===== config.mk =====
export PLATFORM = sky130hd
export DESIGN_NAME = fifo_burst_drainer
export DESIGN_NICKNAME = d
export VERILOG_FILES = /design/src/rtl/fifo_pkg.sv /design/src/rtl/fifo_drain_skid.sv /design/src/rtl/fifo_burst_drainer.sv
export SDC_FILE = /design/constraint.sdc
export NUM_CORES = 1
export LEC_CHECK = 0
export CAP_MARGIN = 10
export CORE_UTILIZATION = 51
export CTS_BUF_LIST = sky130_fd_sc_hd__clkbuf_16
export DETAILED_ROUTE_END_ITERATION = 10
export PLACE_DENSITY = 0.9
export SLEW_MARGIN = 20
export SYNTH_ARGS = -nofsm -noshare
export SYNTH_HDL_FRONTEND = slang
export SYNTH_HIERARCHICAL = 1
export SYNTH_SLANG_ARGS = --single-unit

===== constraint.sdc =====
create_clock -name clk -period 3.5 [get_ports clk]
set_input_delay 0.35 -clock clk [delete_from_list [all_inputs] [get_ports clk]]
set_output_delay 0.35 -clock clk [all_outputs]
set_load 0.005 [all_outputs]

===== src/rtl/fifo_pkg.sv =====
// Shared definitions for the FIFO burst drainer slice.
// Contents:
//   drain_state_t   - drainer FSM states (IDLE, BURST, FLUSH)
//   DEF_DATA_WIDTH  - default width of FIFO words
//   DEF_COUNT_WIDTH - default width of the FIFO occupancy count
//   max_int         - elaboration-time helper used to size comparators
package fifo_pkg;

  typedef enum logic [1:0] {
    IDLE  = 2'd0,
    BURST = 2'd1,
    FLUSH = 2'd2
  } drain_state_t;

  localparam int DEF_DATA_WIDTH  = 16;
  localparam int DEF_COUNT_WIDTH = 16;

  function automatic int max_int(input int a, input int b);
    return (a > b) ? a : b;
  endfunction

endpackage


===== src/rtl/fifo_drain_skid.sv =====
// Two-entry output buffer between the FIFO read port and the master stream.
// Words pushed in arrive one cycle after the FIFO pop; the head entry drives the
// stream and only advances on a valid/ready handshake, so the presented word is
// held stable while the sink stalls. Occupancy is reported so the parent can
// throttle pops and never overrun the two entries.
// Ports:
//   clk, rst   - clock, synchronous active-high reset (empties the buffer)
//   in_valid   - push in_data this cycle
//   in_data    - word to store
//   out_valid  - head entry is valid
//   out_ready  - sink accepts the head entry
//   out_data   - head entry
//   occ        - number of stored entries (0..2)
module fifo_drain_skid
  import fifo_pkg::*;
#(
  parameter int DATA_WIDTH = DEF_DATA_WIDTH
) (
  input  logic                  clk,
  input  logic                  rst,
  input  logic                  in_valid,
  input  logic [DATA_WIDTH-1:0] in_data,
  output logic                  out_valid,
  input  logic                  out_ready,
  output logic [DATA_WIDTH-1:0] out_data,
  output logic [1:0]            occ
);

  logic [DATA_WIDTH-1:0] data0;
  logic [DATA_WIDTH-1:0] data1;
  logic                  pop;

  assign out_valid = (occ != 2'd0);
  assign out_data  = data0;
  assign pop       = out_valid & out_ready;

  // data0 is always the head. A push lands in the first free slot; a pop shifts
  // data1 forward. A simultaneous push and pop keeps the occupancy unchanged.
  // The parent never pushes into a full buffer without a pop in the same cycle.
  always_ff @(posedge clk) begin
    if (rst) begin
      occ   <= 2'd0;
      data0 <= '0;
      data1 <= '0;
    end else begin
      case ({in_valid, pop})
        2'b10: begin
          if (occ != 2'd2) begin
            if (occ == 2'd0) begin
              data0 <= in_data;
            end else begin
              data1 <= in_data;
            end
            occ <= occ + 2'd1;
          end
        end
        2'b01: begin
          data0 <= data1;
          occ   <= occ - 2'd1;
        end
        2'b11: begin
          if (occ == 2'd1) begin
            data0 <= in_data;
          end else begin
            data0 <= data1;
            data1 <= in_data;
          end
        end
        default: begin
        end
      endcase
    end
  end

endmodule


===== src/rtl/fifo_burst_drainer.sv =====
// Downstream consumer of the circular FIFO. Watches the FIFO occupancy, pops
// words in bursts of BURST_LEN and presents them on a valid/ready master stream
// with an end-of-burst flag. A partial burst is flushed after TIMEOUT_CYCLES
// idle cycles so stragglers never sit in the FIFO. Pops are throttled so the
// FIFO never sees a read while empty and the output buffer never overflows.
// Ports:
//   clk, rst      - clock, synchronous active-high reset
//   fifo_rd_en    - pop request to the FIFO
//   fifo_rd_data  - FIFO read data, valid the cycle after fifo_rd_en
//   fifo_empty    - FIFO empty flag
//   fifo_count    - FIFO occupancy
//   m_valid       - output word valid
//   m_ready       - sink accepts the word
//   m_data        - output word
//   m_last        - final word of the current burst
//   burst_active  - a burst or flush is in progress
//   bursts_done   - completed-burst counter, wraps at 2^16
module fifo_burst_drainer
  import fifo_pkg::*;
#(
  parameter int DATA_WIDTH     = DEF_DATA_WIDTH,
  parameter int COUNT_WIDTH    = DEF_COUNT_WIDTH,
  parameter int BURST_LEN      = 8,
  parameter int TIMEOUT_CYCLES = 32
) (
  input  logic                   clk,
  input  logic                   rst,
  output logic                   fifo_rd_en,
  input  logic [DATA_WIDTH-1:0]  fifo_rd_data,
  input  logic                   fifo_empty,
  input  logic [COUNT_WIDTH-1:0] fifo_count,
  output logic                   m_valid,
  input  logic                   m_ready,
  output logic [DATA_WIDTH-1:0]  m_data,
  output logic                   m_last,
  output logic                   burst_active,
  output logic [15:0]            bursts_done
);

  localparam int LEN_W   = $clog2(BURST_LEN + 1);
  localparam int CMP_W   = max_int(COUNT_WIDTH, LEN_W);
  localparam int TIMER_W = $clog2(TIMEOUT_CYCLES + 1);

  localparam logic [CMP_W-1:0]   BURST_LEN_CMP = CMP_W'(BURST_LEN);
  localparam logic [LEN_W-1:0]   BURST_LEN_L   = LEN_W'(BURST_LEN);
  localparam logic [TIMER_W-1:0] TIMEOUT_T     = TIMER_W'(TIMEOUT_CYCLES);

  drain_state_t       state;
  drain_state_t       state_next;
  logic [TIMER_W-1:0] timer;
  logic [TIMER_W-1:0] timer_next;
  logic [LEN_W-1:0]   pops_left;
  logic [LEN_W-1:0]   pops_next;
  logic [LEN_W-1:0]   beats_left;
  logic [LEN_W-1:0]   beats_next;
  logic               inflight;
  logic [1:0]         buf_occ;
  logic [2:0]         occ_after;
  logic [CMP_W-1:0]   count_ext;
  logic               beat;
  logic               last_beat;

  assign count_ext    = CMP_W'(fifo_count);
  assign beat         = m_valid & m_ready;
  assign m_last       = m_valid && (beats_left == LEN_W'(1));
  assign last_beat    = beat & m_last;
  assign burst_active = (state != IDLE);

  // Buffer slots that stay committed after this cycle: stored words plus the
  // word already on its way from the FIFO, minus the one leaving on a handshake.
  // A new pop is only allowed while that leaves a free slot, which still gives
  // one word per cycle when the sink is always ready.
  assign occ_after  = {1'b0, buf_occ} + {2'b00, inflight} - {2'b00, beat};
  assign fifo_rd_en = !rst && (state != IDLE) && (pops_left != '0) &&
                      !fifo_empty && (occ_after < 3'd2);

  // Next-state logic. In IDLE a full burst takes priority over the idle timer;
  // the timer only runs while stragglers sit in the FIFO and the flush length is
  // the occupancy at the moment the timer expires (always below BURST_LEN there).
  always_comb begin
    state_next = state;
    timer_next = timer;
    pops_next  = pops_left;
    beats_next = beats_left;
    if (fifo_rd_en) begin
      pops_next = pops_left - LEN_W'(1);
    end
    if (beat) begin
      beats_next = beats_left - LEN_W'(1);
    end
    case (state)
      IDLE: begin
        if (count_ext >= BURST_LEN_CMP) begin
          state_next = BURST;
          pops_next  = BURST_LEN_L;
          beats_next = BURST_LEN_L;
          timer_next = '0;
        end else if (count_ext != '0) begin
          if (timer == TIMEOUT_T) begin
            state_next = FLUSH;
            pops_next  = count_ext[LEN_W-1:0];
            beats_next = count_ext[LEN_W-1:0];
            timer_next = '0;
          end else begin
            timer_next = timer + TIMER_W'(1);
          end
        end else begin
          timer_next = '0;
        end
      end
      BURST, FLUSH: begin
        if (last_beat) begin
          state_next = IDLE;
        end
      end
      default: begin
        state_next = IDLE;
      end
    endcase
  end

  // State, counters and in-flight tracking. A word popped just before reset is
  // dropped because the in-flight flag and the buffer are cleared together.
  always_ff @(posedge clk) begin
    if (rst) begin
      state       <= IDLE;
      timer       <= '0;
      pops_left   <= '0;
      beats_left  <= '0;
      inflight    <= 1'b0;
      bursts_done <= 16'd0;
    end else begin
      state      <= state_next;
      timer      <= timer_next;
      pops_left  <= pops_next;
      beats_left <= beats_next;
      inflight   <= fifo_rd_en;
      if (last_beat) begin
        bursts_done <= bursts_done + 16'd1;
      end
    end
  end

  fifo_drain_skid #(
    .DATA_WIDTH(DATA_WIDTH)
  ) u_skid (
    .clk      (clk),
    .rst      (rst),
    .in_valid (inflight),
    .in_data  (fifo_rd_data),
    .out_valid(m_valid),
    .out_ready(m_ready),
    .out_data (m_data),
    .occ      (buf_occ)
  );

endmodule


* Word level (Yosys, flattened, before mapping) *
Cells that the tools add are included.

word-level totals
  flip-flop bits (word level) = 67
  input bits = 36
  output and inout port bits = 36
  word-level logic and storage cells = 86

operators by class
  $add $sub $neg = 8
  $lt $le $gt $ge = 2
  equality and inequality tests = 16
  mux-type cells = 28
  bitwise operators = 2
  reduce and logical (&&, ||, !) cells = 21

operator list
  cell                     count
  $mux W16                 6
  $pmux W16 S3             1
  $mux W4                  10
  $pmux W16 S2             1
  $mux W6                  3
  $add A16 B1 Y16 const B  1
  $ge A16 B4 Y1 const B    1
  $reduce_bool A16 Y1      1
  $mux W2                  5
  $ne A2 B2 Y1 const B     4
  $pmux W2 S2              2
  $reduce_bool A2 Y1       4
  $sub A4 B1 Y4 const B    2
  $add A6 B1 Y6 const B    1
  $eq A2 B1 Y1 const B     3
  $eq A2 B2 Y1 const B     3
  $eq A6 B6 Y1 const B     1
  $ne A3 B3 Y1 const B     2
  $reduce_and A3 Y1        2
  $logic_and A1 B1 Y1      5
  $eq A4 B1 Y1 const B     1
  $logic_not A2 Y1         2
  $ne A2 B1 Y1 const B     2
  $reduce_and A4 Y1        1
  11 further kinds         13

* Logic depth before layout (Yosys ltp) *
Gate-level depths: netlist of the first run.

  depth after elaboration = 10
  depth in mapped cells = 13
  mapped depth without buffers = 13

* By module *
The synthesis of the first run kept the hierarchy.

modules (own cells, without submodules)
  module              times used  cells an instance  area each (µm²)
  fifo_burst_drainer  1           212                1828.0
  fifo_drain_skid     1           166                1656.6

* Least setup slack after synthesis of the first run *
No wires, ideal clock.

  path type = register to register
  start point = register u_skid.occ[1]
  end point = register pops_left[3]
  library setup time = 0.128 ns
  arrival = 2.865 ns
  data required time = 3.372 ns
  path slack = 0.507 ns
  cell stages (with the launch flop) = 14
  buffers on the path = 0
  period minus slack after synthesis = 2.993 ns
  cells stage by stage = dfxtp_1 > inv_1 > ha_1 > inv_1 > nand2_1 > clkinv_1 > ha_1 > nand2b_1 > fa_1 > nor4b_2 > nand3_1 > mux2_2 > a22oi_1 > nor2_1

between the ends
  word-level cells in the longest chain between the ends = 10

ends and longest elaborated chain
  item                     RTL line                   source
  from (decl)              fifo_drain_skid.sv:26      output logic [1:0] occ
  from (signal assigned)   fifo_drain_skid.sv:54      occ <= occ + 2'd1;
  from (signal assigned)   fifo_drain_skid.sv:59      occ <= occ - 2'd1;
  $reduce_bool A2 Y1 (*)   fifo_drain_skid.sv:33      assign out_valid = (occ != 2'd0);
  via m_valid              fifo_burst_drainer.sv:32   output logic m_valid,
  $and A1 B1 Y1 (*)        fifo_burst_drainer.sv:64   assign beat = m_valid & m_ready;
  $sub A3 B1 Y3 (*)        fifo_burst_drainer.sv:73   assign occ_after = {1'b0, buf_occ} + {2'b00, inflight} - {2'b00, beat};
  $lt A3 B2 Y1 (*)         fifo_burst_drainer.sv:75   !fifo_empty && (occ_after < 3'd2);
  $logic_and A1 B1 Y1 (*)  fifo_burst_drainer.sv:75
  $mux W4 (*)              fifo_burst_drainer.sv:85   if (fifo_rd_en) begin
  $mux W4                  fifo_burst_drainer.sv:99   if (timer == TIMEOUT_T) begin
  $mux W4                  fifo_burst_drainer.sv:98   end else if (count_ext != '0) begin
  $mux W4                  fifo_burst_drainer.sv:93   if (count_ext >= BURST_LEN_CMP) begin
  $mux W4 (*)              fifo_burst_drainer.sv:91   case (state)
  to (signal assigned)     fifo_burst_drainer.sv:135  pops_left <= pops_next;
  to (decl)                fifo_burst_drainer.sv:52   logic [LEN_W-1:0] pops_left;

Mark *: on every way through the listed nets, which the timed path passes. The rest lies on a longest branch.
A chain may end at the register's enable or synchronous reset.

* Final worst setup path of the first run *
  start point = register u_skid.occ[0]
  end point = output port fifo_rd_en

between the ends
  word-level cells in the longest chain between the ends = 5

ends and longest elaborated chain
  item                                                                   RTL line                  source
  parallel branches: the longest is 2 deep, another holds $add A2 B1 Y3  --
  $sub A3 B1 Y3 (*)                                                      fifo_burst_drainer.sv:73
  $lt A3 B2 Y1 (*)                                                       fifo_burst_drainer.sv:75
  $logic_and A1 B1 Y1 (*)                                                fifo_burst_drainer.sv:75
  to (decl)                                                              fifo_burst_drainer.sv:28  output logic fifo_rd_en,

Every way passes the cells marked *.

==> flow_metrics.py, run 1 <==
metrics = {
    "synthesis": {
        "ys_seq_elements": 67,
        "seq_area_frac_synth_pct": 38.5,
        "synth_top_area_share_pct": 38.5,
        "yosysWarningCount": 6,
        "synth_cell_type_count": 59,
        "synth_ff_type": "dfxtp_1",
        "syn_inst": 378,
        "syn_area_um2": 3480,
        "synth_area_per_cell_um2": 9.22,
        "synth_fp_nets": 427,
        "synth_area_leaders": "dfxtp_1 38%, a311oi_2 6.9%, nor2_1 6.1%",
        "synth_edf_count": 0,
        "ys_async_sr_fraction_pct": 0,
        "synth_top_area_cell": "dfxtp_1",
    },
    "global_route": {
        "grt_pass1_wl_mm": 13.1,
        "met1_usage_pct": 25.5,
        "overflow": 0,
        "grt_max_degree": 65,
        "grt_util_met2_pct": 40.9,
        "grt_use_met3_pct": 6.49,
        "top_usage_layer": "met2",
        "antenna_found_initial": 0,
        "gr-usage-all-layers_pct": 22.8,
        "first_global_vias": 2979,
    },
    "routing": {
        "post_drt_wl_per_cell_um": 14.6,
        "dr_total_vias": 2999,
        "dr.first_iter.drc_count": 81,
        "drc": 6,
        "totalWireLength_mm": 7.80,
        "drtAntennaViolNets": 0,
        "avgViaCountPerCell": 5.61,
        "firstDrtPassIters": 9,
    },
    "critical_path": {
        "slowest_stage": "fa_1",
        "path_max_fanout": 5,
        "critPathBufInv": 4,
        "cpPeakStageDelay_ns": 0.49,
        "critPathRequiredTime_ns": 3.15,
        "critPathArrivalTime_ns": 2.65,
        "endpoint_kind": "output port",
        "cp_top_family": "adder cells",
        "path_cells": "inv_1 -> ha_1 -> inv_1 -> nand2_2 -> clkinv_1 -> ha_1 -> nand2b_1 -> fa_1 -> nor4b_4 -> o311a_1 -> dlymetal6s2s_1",
        "worst_setup_path_start_kind": "register",
        "critPathKind": "reg -> out",
    },
    "min_path": {
        "hold_class": "reg -> reg",
    },
    "sta": {
        "hold_viol": 0,
        "fin_skew_ns": 0.00356,
        "fmax_ghz": 0.333,
        "relSlewSlack_pct": 30.7,
        "tns_ns": 0,
        "fin_crit_sh_pct": 85.7,
        "period_needed_ns": 3.00,
        "rsz0062_at_grt": "no",
        "setup_viol": 0,
        "worst_slew_pin_slew_ns": 1.04,
        "holdWs_ns": 0.461,
        "maxSlewViolCount": 0,
    },
    "clock_tree": {
        "cts_tree": "built",
        "insertion_delay_ns": 0.32,
        "h-tree-depth": 3,
        "root_buffer": "clkbuf_16",
        "cts-buffers-inserted": 9,
        "clk_pin_slew_worst_paths_ns": 0.05,
        "cts_hold_buf": 0,
        "cts.sinks": 67,
        "clk_path_buf_depth": 2,
    },
    "die": {
        "initial_utilization_pct": 54.0,
        "design.core.area_um2": 6460,
        "die_w_um": 84.7,
        "die_h_um": 84.7,
        "rows": 29,
        "ioPinCount": 72,
        "die_area_um2": 7170,
    },
    "layout": {
        "final_cell_mix": "69 x clkdlybuf4s50_1, 66 x dfxtp_1, 57 x nor2_1, 55 x nand2_1, 19 x mux2i_1",
        "finalNonFillerCells": 535,
        "syn_to_final_growth_pct": 30.6,
        "fillers": 494,
        "drive_gt1_share_pct": 14.8,
        "final_common_cell": "clkdlybuf4s50_1",
        "final_nets": 503,
        "antenna_cells": 0,
    },
    "job": {
        "max-cap-violations": 0,
    },
    "placement": {
        "dp_hpwl_mm": 5.20,
        "gp_congestion": 0.843,
        "numPortBuffers": 71,
        "dp.cells": 517,
    },
    "pwr": {
        "powerDensity_nw_per_um2": 570,
        "power_w": 0.00259,
        "leakage_nw": 1.79,
        "peakVddDrop_mv": 0.415,
    },
    "outcome": {
        "violations": "DRC",
        "status": "complete, but fails checks",
    },
}
==> cells in the mapped netlist (6+ instances only) <==
cell type,n
a21oi_1,12
a311oi_2,16
clkbuf_1,6
dfxtp_1,67
ha_1,12
inv_1,17
mux2i_1,19
nand2_1,56
nand3_1,14
nand4_1,6
nor2_1,57
nor3_1,7
xnor2_1,13
xor2_1,8
==> sequential cells by signal, indices dropped and copies added (netlist names) <==
register	count
pops_left	4
u_skid/out_data	16
timer	6
beats_left	4
u_skid/occ	2
bursts_done	16
state	2
u_skid/data1	16
inflight	1
==> through the flow <==
| stage | area (um2) | setup WS [ns] | util (%) |
|---|---|---|---|
| 2_1_floorplan | 3480 | 0.507 | - |
| 5_1_grt | 4550 | 0.311 | 70.4 |
| 6_report | 4550 | 0.500 | 70.4 |
| 3_5_place_dp | 4220 | 0.0194 | 65.4 |
| 3_3_place_gp | 4220 | 0.113 | 65.4 |
| 4_1_cts | 4530 | 0.0565 | 70.1 |
==> per-layer routing <==
layer  vias to the layer above  part of all wire, %
met5                         -                    0
met4                         0                  1.4
met3                        13                  5.1
met2                        79                   51
met1                      1442                   43
li1                       1465                    -
==> layout make-up <==
class | count | area (um2) | area share (%)
inverter | 19 | 71.3 | 1.57
clock inverter | 6 | 57.6 | 1.27
multi-input combinational | 277 | 1980 | 43.5
timing repair buffer | 80 | 776 | 17.1
tap | 77 | 96.3 | 2.12
clock buffer | 9 | 225 | 4.95
sequential | 67 | 1340 | 29.5
==> logic make-up (layout without fill, tap and decap cells) <==
group | Yosys count | after routing | synth area share, %
compound gates | 50 | 50 | 14.8
xor+xnor | 21 | 21 | 5.28
fa+ha+maj | 13 | 13 | 4.88
buf+inv | 34 | 114 | 5.21
flops | 67 | 67 | 38.5
mux | 22 | 22 | 6.43
simple gates | 171 | 171 | 25.0
==> worst register-to-register path, stage by stage, from the launching register on <==
cell and delay, ns:
dfxtp_2 0.34, inv_1 0.09, ha_1 0.16, inv_1 0.06
nand2_2 0.10, clkinv_1 0.09, ha_1 0.27, nand2b_1 0.16
fa_1 0.49, nor4b_4 0.22, o311a_1 0.22, buf_4 0.11
buf_4 0.11, xnor2_1 0.11, nand2_1 0.08, a21oi_1 0.17
==> what timing repair did <==
action | CTS | global route
endpoints found under the setup margin | 1 | 1
gates resized for setup | 2 | 3
pin swaps | 0 | 1
setup buffers | 2 | 1
==> worst paths after layout <==
kind / start / end / slack (ns) / cells after the start
worst max-delay path: u_skid/occ[0] / fifo_rd_en / 0.50 / 11
worst max register to register: u_skid/occ[0] / pops_left[0] / 0.65 / 15
worst min register to register: timer[5] / timer[5] / 0.46 / 1
worst min-delay path: timer[5] / timer[5] / 0.46 / 1
==> power by group <==
part | internal [W] | switching [W]
combinational | 0.000414 | 0.000419
clock | 0.000541 | 0.000311
sequential | 0.000853 | 0.0000544
total | 0.00181 | 0.000784
Power figures use the tool's default switching activity.
==> run 2: changes to the inputs <==
CTS_BUF_LIST = default   (was sky130_fd_sc_hd__clkbuf_16)
PLACE_DENSITY = default   (was 0.9)
PLACE_DENSITY_LB_ADDON = 0.12   (was default)
==> run 2 against run 1 <==
Effect of this change: the flow still finishes with violations (DRC); global-route usage fell by 1.7 points; clock power fell by 27%; count of clock-buffer cells in the layout rose by 2; total power fell by 9.1%; critical endpoint unchanged; largest power group unchanged.
==> flow_metrics.py, run 2 (synthesis results as in run 1) <==
metrics = {
    "layout": {
        "antenna_cells": 0,
        "final_cell_mix": "69 x clkdlybuf4s50_1, 66 x dfxtp_1, 57 x nor2_1, 56 x nand2_1, 19 x mux2i_1",
        "final_common_cell": "clkdlybuf4s50_1",
        "syn_to_final_growth_pct": 27.6,
        "drive_gt1_share_pct": 14.4,
        "final_nets": 504,
        "postLayoutCoreUtil_pct": 68.8,
    },
    "pwr": {
        "internal_power_w": 0.00161,
        "combPwrFrac_pct": 35.5,
        "p_sw_w": 0.000744,
        "p_seq_share_pct": 38.3,
        "clkPwrFrac_pct": 26.2,
        "leakage_nw": 1.74,
        "power.share.switching_pct": 31.6,
        "peakVddDrop_mv": 0.246,
        "powerDensity_nw_per_um2": 530,
    },
    "sta": {
        "maxSlewViolCount": 0,
        "tns_ns": 0,
        "setup_viol": 0,
        "fin_crit_sh_pct": 87.4,
        "worst_slew_pin_slew_ns": 1.02,
        "relSlewSlack_pct": 31.6,
        "hold_viol": 0,
        "period_needed_ns": 3.06,
        "rsz0062_at_grt": "no",
        "fmax_ghz": 0.327,
        "fin_skew_ns": 0.00943,
    },
    "clock_tree": {
        "root_buffer": "clkbuf_8",
        "cts_tree": "built",
        "clk_path_buf_depth": 2,
        "clk_pin_slew_worst_paths_ns": 0.07,
        "cts.sinks": 67,
        "insertion_delay_ns": 0.34,
        "cts_hold_buf": 0,
        "h-tree-depth": 3,
        "cts-buffers-inserted": 9,
    },
    "die": {
        "ioPinCount": 72,
        "design.core.area_um2": 6460,
        "die_area_um2": 7170,
        "initial_utilization_pct": 54.0,
        "rows": 29,
        "die_h_um": 84.7,
        "die_w_um": 84.7,
    },
    "routing": {
        "dr.first_iter.drc_count": 93,
        "firstDrtPassIters": 9,
        "dr_total_vias": 2868,
        "totalWireLength_mm": 7.03,
        "post_drt_wl_per_cell_um": 13.1,
        "drc": 5,
        "avgViaCountPerCell": 5.36,
        "drtAntennaViolNets": 0,
    },
    "global_route": {
        "grt_max_degree": 65,
        "first_global_vias": 2704,
        "gr-usage-all-layers_pct": 21.1,
        "overflow": 0,
        "grt_pass1_wl_mm": 12.1,
        "antenna_found_initial": 0,
    },
    "placement": {
        "numPortBuffers": 71,
        "dp_hpwl_mm": 4.81,
        "gp_congestion": 0.778,
    },
    "critical_path": {
        "critPathArrivalTime_ns": 2.71,
        "critPathKind": "reg -> out",
        "cpPeakStageDelay_ns": 0.48,
        "path_max_fanout": 5,
        "slowest_stage": "fa_1",
        "endpoint_kind": "output port",
        "worst_setup_path_start_kind": "register",
        "critPathRequiredTime_ns": 3.15,
        "path_cells": "inv_1 -> ha_1 -> inv_1 -> nand2_1 -> clkinv_1 -> ha_1 -> nand2b_1 -> fa_1 -> nor4b_4 -> o311a_1 -> dlymetal6s2s_1",
    },
    "min_path": {
        "hold_class": "in -> reg",
    },
    "job": {
        "max-cap-violations": 0,
    },
    "outcome": {
        "status": "complete, but fails checks",
        "violations": "DRC",
    },
}
## run 2: final timing paths
check	end	startpoint	slack, ns	cells after the start
max reg2reg	pops_left[3]	u_skid/occ[0]	0.75	13
min reg2reg	timer[5]	timer[5]	0.48	1
min	inflight	rst	0.47	4
max	fifo_rd_en	u_skid/occ[0]	0.44	11
## run 2: what timing repair did
| item | in CTS | in global routing |
|---|---|---|
| resized for setup | 2 | 1 |
| gates cloned | 0 | 0 |
| endpoints found under the setup margin | 1 | 1 |
| pin swaps | 1 | 1 |
| setup buffers | 1 | 1 |
## run 2: power by group through the flow
stage / combinational, W / sequential (W) / clock, W
floorplan: 0.000530 / 0.000927 / 0
global placement: 0.000812 / 0.000916 / 0
detailed placement: 0.000827 / 0.000920 / 0
CTS: 0.000838 / 0.000904 / 0.000633
global route: 0.000923 / 0.000914 / 0.000660
finish: 0.000836 / 0.000903 / 0.000618
## run 2: critical path: cells and delay by family (launching register included)
kind            cells  cell delay, ns
fa+ha+maj           3            0.90
simple gates        3            0.50
buf+inv             4            0.37
flops               1            0.35
compound gates      1            0.26
## run 2: area by class of cell
type	count	area (um2)
sequential	67	1340
clock buffer	11	141
fill	526	2010
clock inverter	3	40.0
inverter	19	71.3
timing repair buffer	81	783
multi-input combinational	277	1970
tap	77	96.3
## run 2: through the flow
step | setup slack, ns | cells | hold slack [ns] | power, W | area (um2)
after CTS | 0.0202 | 534 | 0.348 | 0.00237 | 4440
after global routing | 0.256 | 535 | 0.492 | 0.00250 | 4450
final | 0.441 | 535 | 0.472 | 0.00236 | 4450
after detailed placement | 0.0661 | 519 | 0.461 | 0.00175 | 4240
after floorplan | 0.507 | 378 | 0.439 | 0.00146 | 3480
after global placement | 0.0951 | 519 | 0.453 | 0.00173 | 4240
## run 2: routing by layer
layer / share of wire (%) / global-route usage (%) / vias to the layer above
li1: - / - / 1468
met1: 46 / 26.9 / 1315
met2: 48 / 34.7 / 72
met3: 4.5 / 3.74 / 13
met4: 2.0 / 9.86 / 0
met5: 0 / 0 / -
==> run 3: changes to the inputs <==
--- a/config.mk
+++ b/config.mk
@@ -7,2 +7,3 @@
 export LEC_CHECK = 0
+export ABC_CLOCK_PERIOD_IN_PS = 3500
 export CAP_MARGIN = 10
--- a/constraint.sdc
+++ b/constraint.sdc
@@ -3,2 +3,2 @@
 set_output_delay 0.35 -clock clk [all_outputs]
-set_load 0.005 [all_outputs]
+set_load 0.1 [all_outputs]
==> run 3 against run 2 <==
Effect of this change: cell count rose by 0.19%; combinational power rose by 70%; global-route usage rose by 1.1 points; fmax fell by 8.4%; hold slack improved by 0.020 ns; sequential power rose by 1%; sequential share of layout area fell by 0.42 points; the flow still finishes with violations (DRC); critical path depth did not move; highest routed layer unchanged; setup slack got worse by 0.28 ns.
==> flow_metrics.py, run 3 (synthesis results as in run 1) <==
metrics = {
    "outcome": {
        "status": "complete, but fails checks",
        "violations": "DRC",
    },
    "sta": {
        "fin_crit_sh_pct": 95.4,
        "period_needed_ns": 3.34,
        "relSlewSlack_pct": 34.9,
        "maxSlewViolCount": 0,
        "tns_ns": 0,
        "hold_viol": 0,
        "fin_skew_ns": 0.00739,
        "fmax_ghz": 0.300,
        "worst_slew_pin_slew_ns": 0.974,
        "rsz0062_at_grt": "no",
        "setup_slack_ns": 0.162,
        "setup_viol": 0,
    },
    "die": {
        "rows": 29,
        "initial_utilization_pct": 54.0,
        "ioPinCount": 72,
        "die_w_um": 84.7,
        "design.core.area_um2": 6460,
        "die_area_um2": 7170,
        "die_h_um": 84.7,
    },
    "layout": {
        "final_cell_mix": "66 x dfxtp_1, 66 x clkdlybuf4s50_1, 57 x nor2_1, 55 x nand2_1, 19 x mux2i_1",
        "multiInputGateArea_um2": 2000,
        "final_nets": 503,
        "seq_area_um2": 1340,
        "antenna_cells": 0,
        "drive_gt1_share_pct": 17.0,
        "syn_to_final_growth_pct": 29.4,
        "fillers": 510,
        "postLayoutCoreUtil_pct": 69.8,
    },
    "placement": {
        "dp_hpwl_mm": 5.10,
        "pre_cts_slack_ns": 0.392,
        "gp_congestion": 0.803,
        "numPortBuffers": 71,
    },
    "clock_tree": {
        "cts_hold_buf": 0,
        "cts-buffers-inserted": 9,
        "clk_path_buf_depth": 2,
        "cts_tree": "built",
        "cts.sinks": 67,
        "root_buffer": "clkbuf_8",
        "clk_pin_slew_worst_paths_ns": 0.07,
        "h-tree-depth": 3,
        "insertion_delay_ns": 0.34,
    },
    "routing": {
        "firstDrtPassIters": 10,
        "drc": 3,
        "totalWireLength_mm": 7.40,
        "avgViaCountPerCell": 5.46,
        "dr_total_vias": 2924,
        "drtAntennaViolNets": 0,
        "dr.first_iter.drc_count": 118,
        "post_drt_wl_per_cell_um": 13.8,
    },
    "job": {
        "max-cap-violations": 0,
    },
    "critical_path": {
        "slowest_stage": "fa_1",
        "cpPeakStageDelay_ns": 0.48,
        "cp_top_family": "adder cells",
        "path_max_fanout": 8,
        "critPathRequiredTime_ns": 3.15,
        "crit_cells": 11,
        "path_cells": "inv_1 -> ha_2 -> clkinvlp_4 -> nand2_4 -> clkinv_4 -> ha_1 -> nand2b_1 -> fa_1 -> nor4b_4 -> o311a_4 -> buf_12",
        "worst_setup_path_start_kind": "register",
        "critPathArrivalTime_ns": 2.99,
        "critPathBufInv": 4,
        "r2r_cells": 15,
        "endpoint_kind": "output port",
        "critPathKind": "reg -> out",
    },
    "global_route": {
        "first_global_vias": 2862,
        "grt_max_degree": 39,
        "gr-usage-all-layers_pct": 22.2,
        "grt_pass1_wl_mm": 12.8,
        "antenna_found_initial": 0,
        "overflow": 0,
    },
    "min_path": {
        "min_path_cells": 2,
        "hold_class": "reg -> reg",
    },
    "pwr": {
        "power_w": 0.00297,
        "peakVddDrop_mv": 0.254,
        "leakage_nw": 1.73,
        "powerDensity_nw_per_um2": 658,
    },
}
==> run 3: stage by stage <==
| stage | area, um2 | std cells | hold slack (ns) |
|---|---|---|---|
| 2_1_floorplan | 3520 | 378 | 0.439 |
| 3_3_place_gp | 4240 | 514 | 0.460 |
| 3_5_place_dp | 4240 | 514 | 0.473 |
| 4_1_cts | 4430 | 530 | 0.496 |
| 5_1_grt | 4510 | 536 | 0.511 |
| 6_report | 4510 | 536 | 0.492 |
==> run 3: power breakdown <==
group	internal, W	total, W	switching (W)
clock network	0.000329	0.000633	0.000304
registers	0.000852	0.000913	0.0000616
logic	0.000435	0.00142	0.000985
total	0.00162	0.00297	0.00135
==> run 3: path summary, 6_finish.rpt <==
path              slack [ns]          start           end
hold / removal          0.49       state[1]      state[1]
hold reg to reg         0.49       state[1]      state[1]
setup reg to reg        0.34  u_skid/occ[0]  pops_left[3]
setup / recovery        0.16  u_skid/occ[0]    fifo_rd_en
==> run 3: repair_timing <==
item / in CTS / in global routing
setup buffers: 0 / 5
gates resized for setup: 0 / 2
setup endpoints to repair: 0 / 1
==> run 3: routing by layer <==
layer  vias to the layer above  track usage (%)  part of all wire [%]
met1                      1367             27.5                    45
met5                         -                0                     0
met4                         0             10.6                   2.2
met3                        16             3.93                   3.9
li1                       1467                -                     -
met2                        74             37.6                    49
==> run 3: worst register-to-register path, stage by stage (launching register included) <==
cell and delay, ns:
dfxtp_1 0.36, inv_1 0.11, ha_2 0.21, clkinvlp_4 0.15, nand2_4 0.12, clkinv_4 0.08
ha_1 0.28, nand2b_1 0.16, fa_1 0.48, nor4b_4 0.25, buf_4 0.17, buf_4 0.10
nand3_1 0.06, mux2_2 0.28, a22oi_1 0.16, nor2_1 0.06
==> run 3: final cells by class <==
type	instances	share of cell area (%)
multi-input combinational	277	44.4
timing repair buffer	80	17.7
inverter	19	1.78
sequential	67	29.8
tap	77	2.14
clock buffer	10	2.83
clock inverter	6	1.47
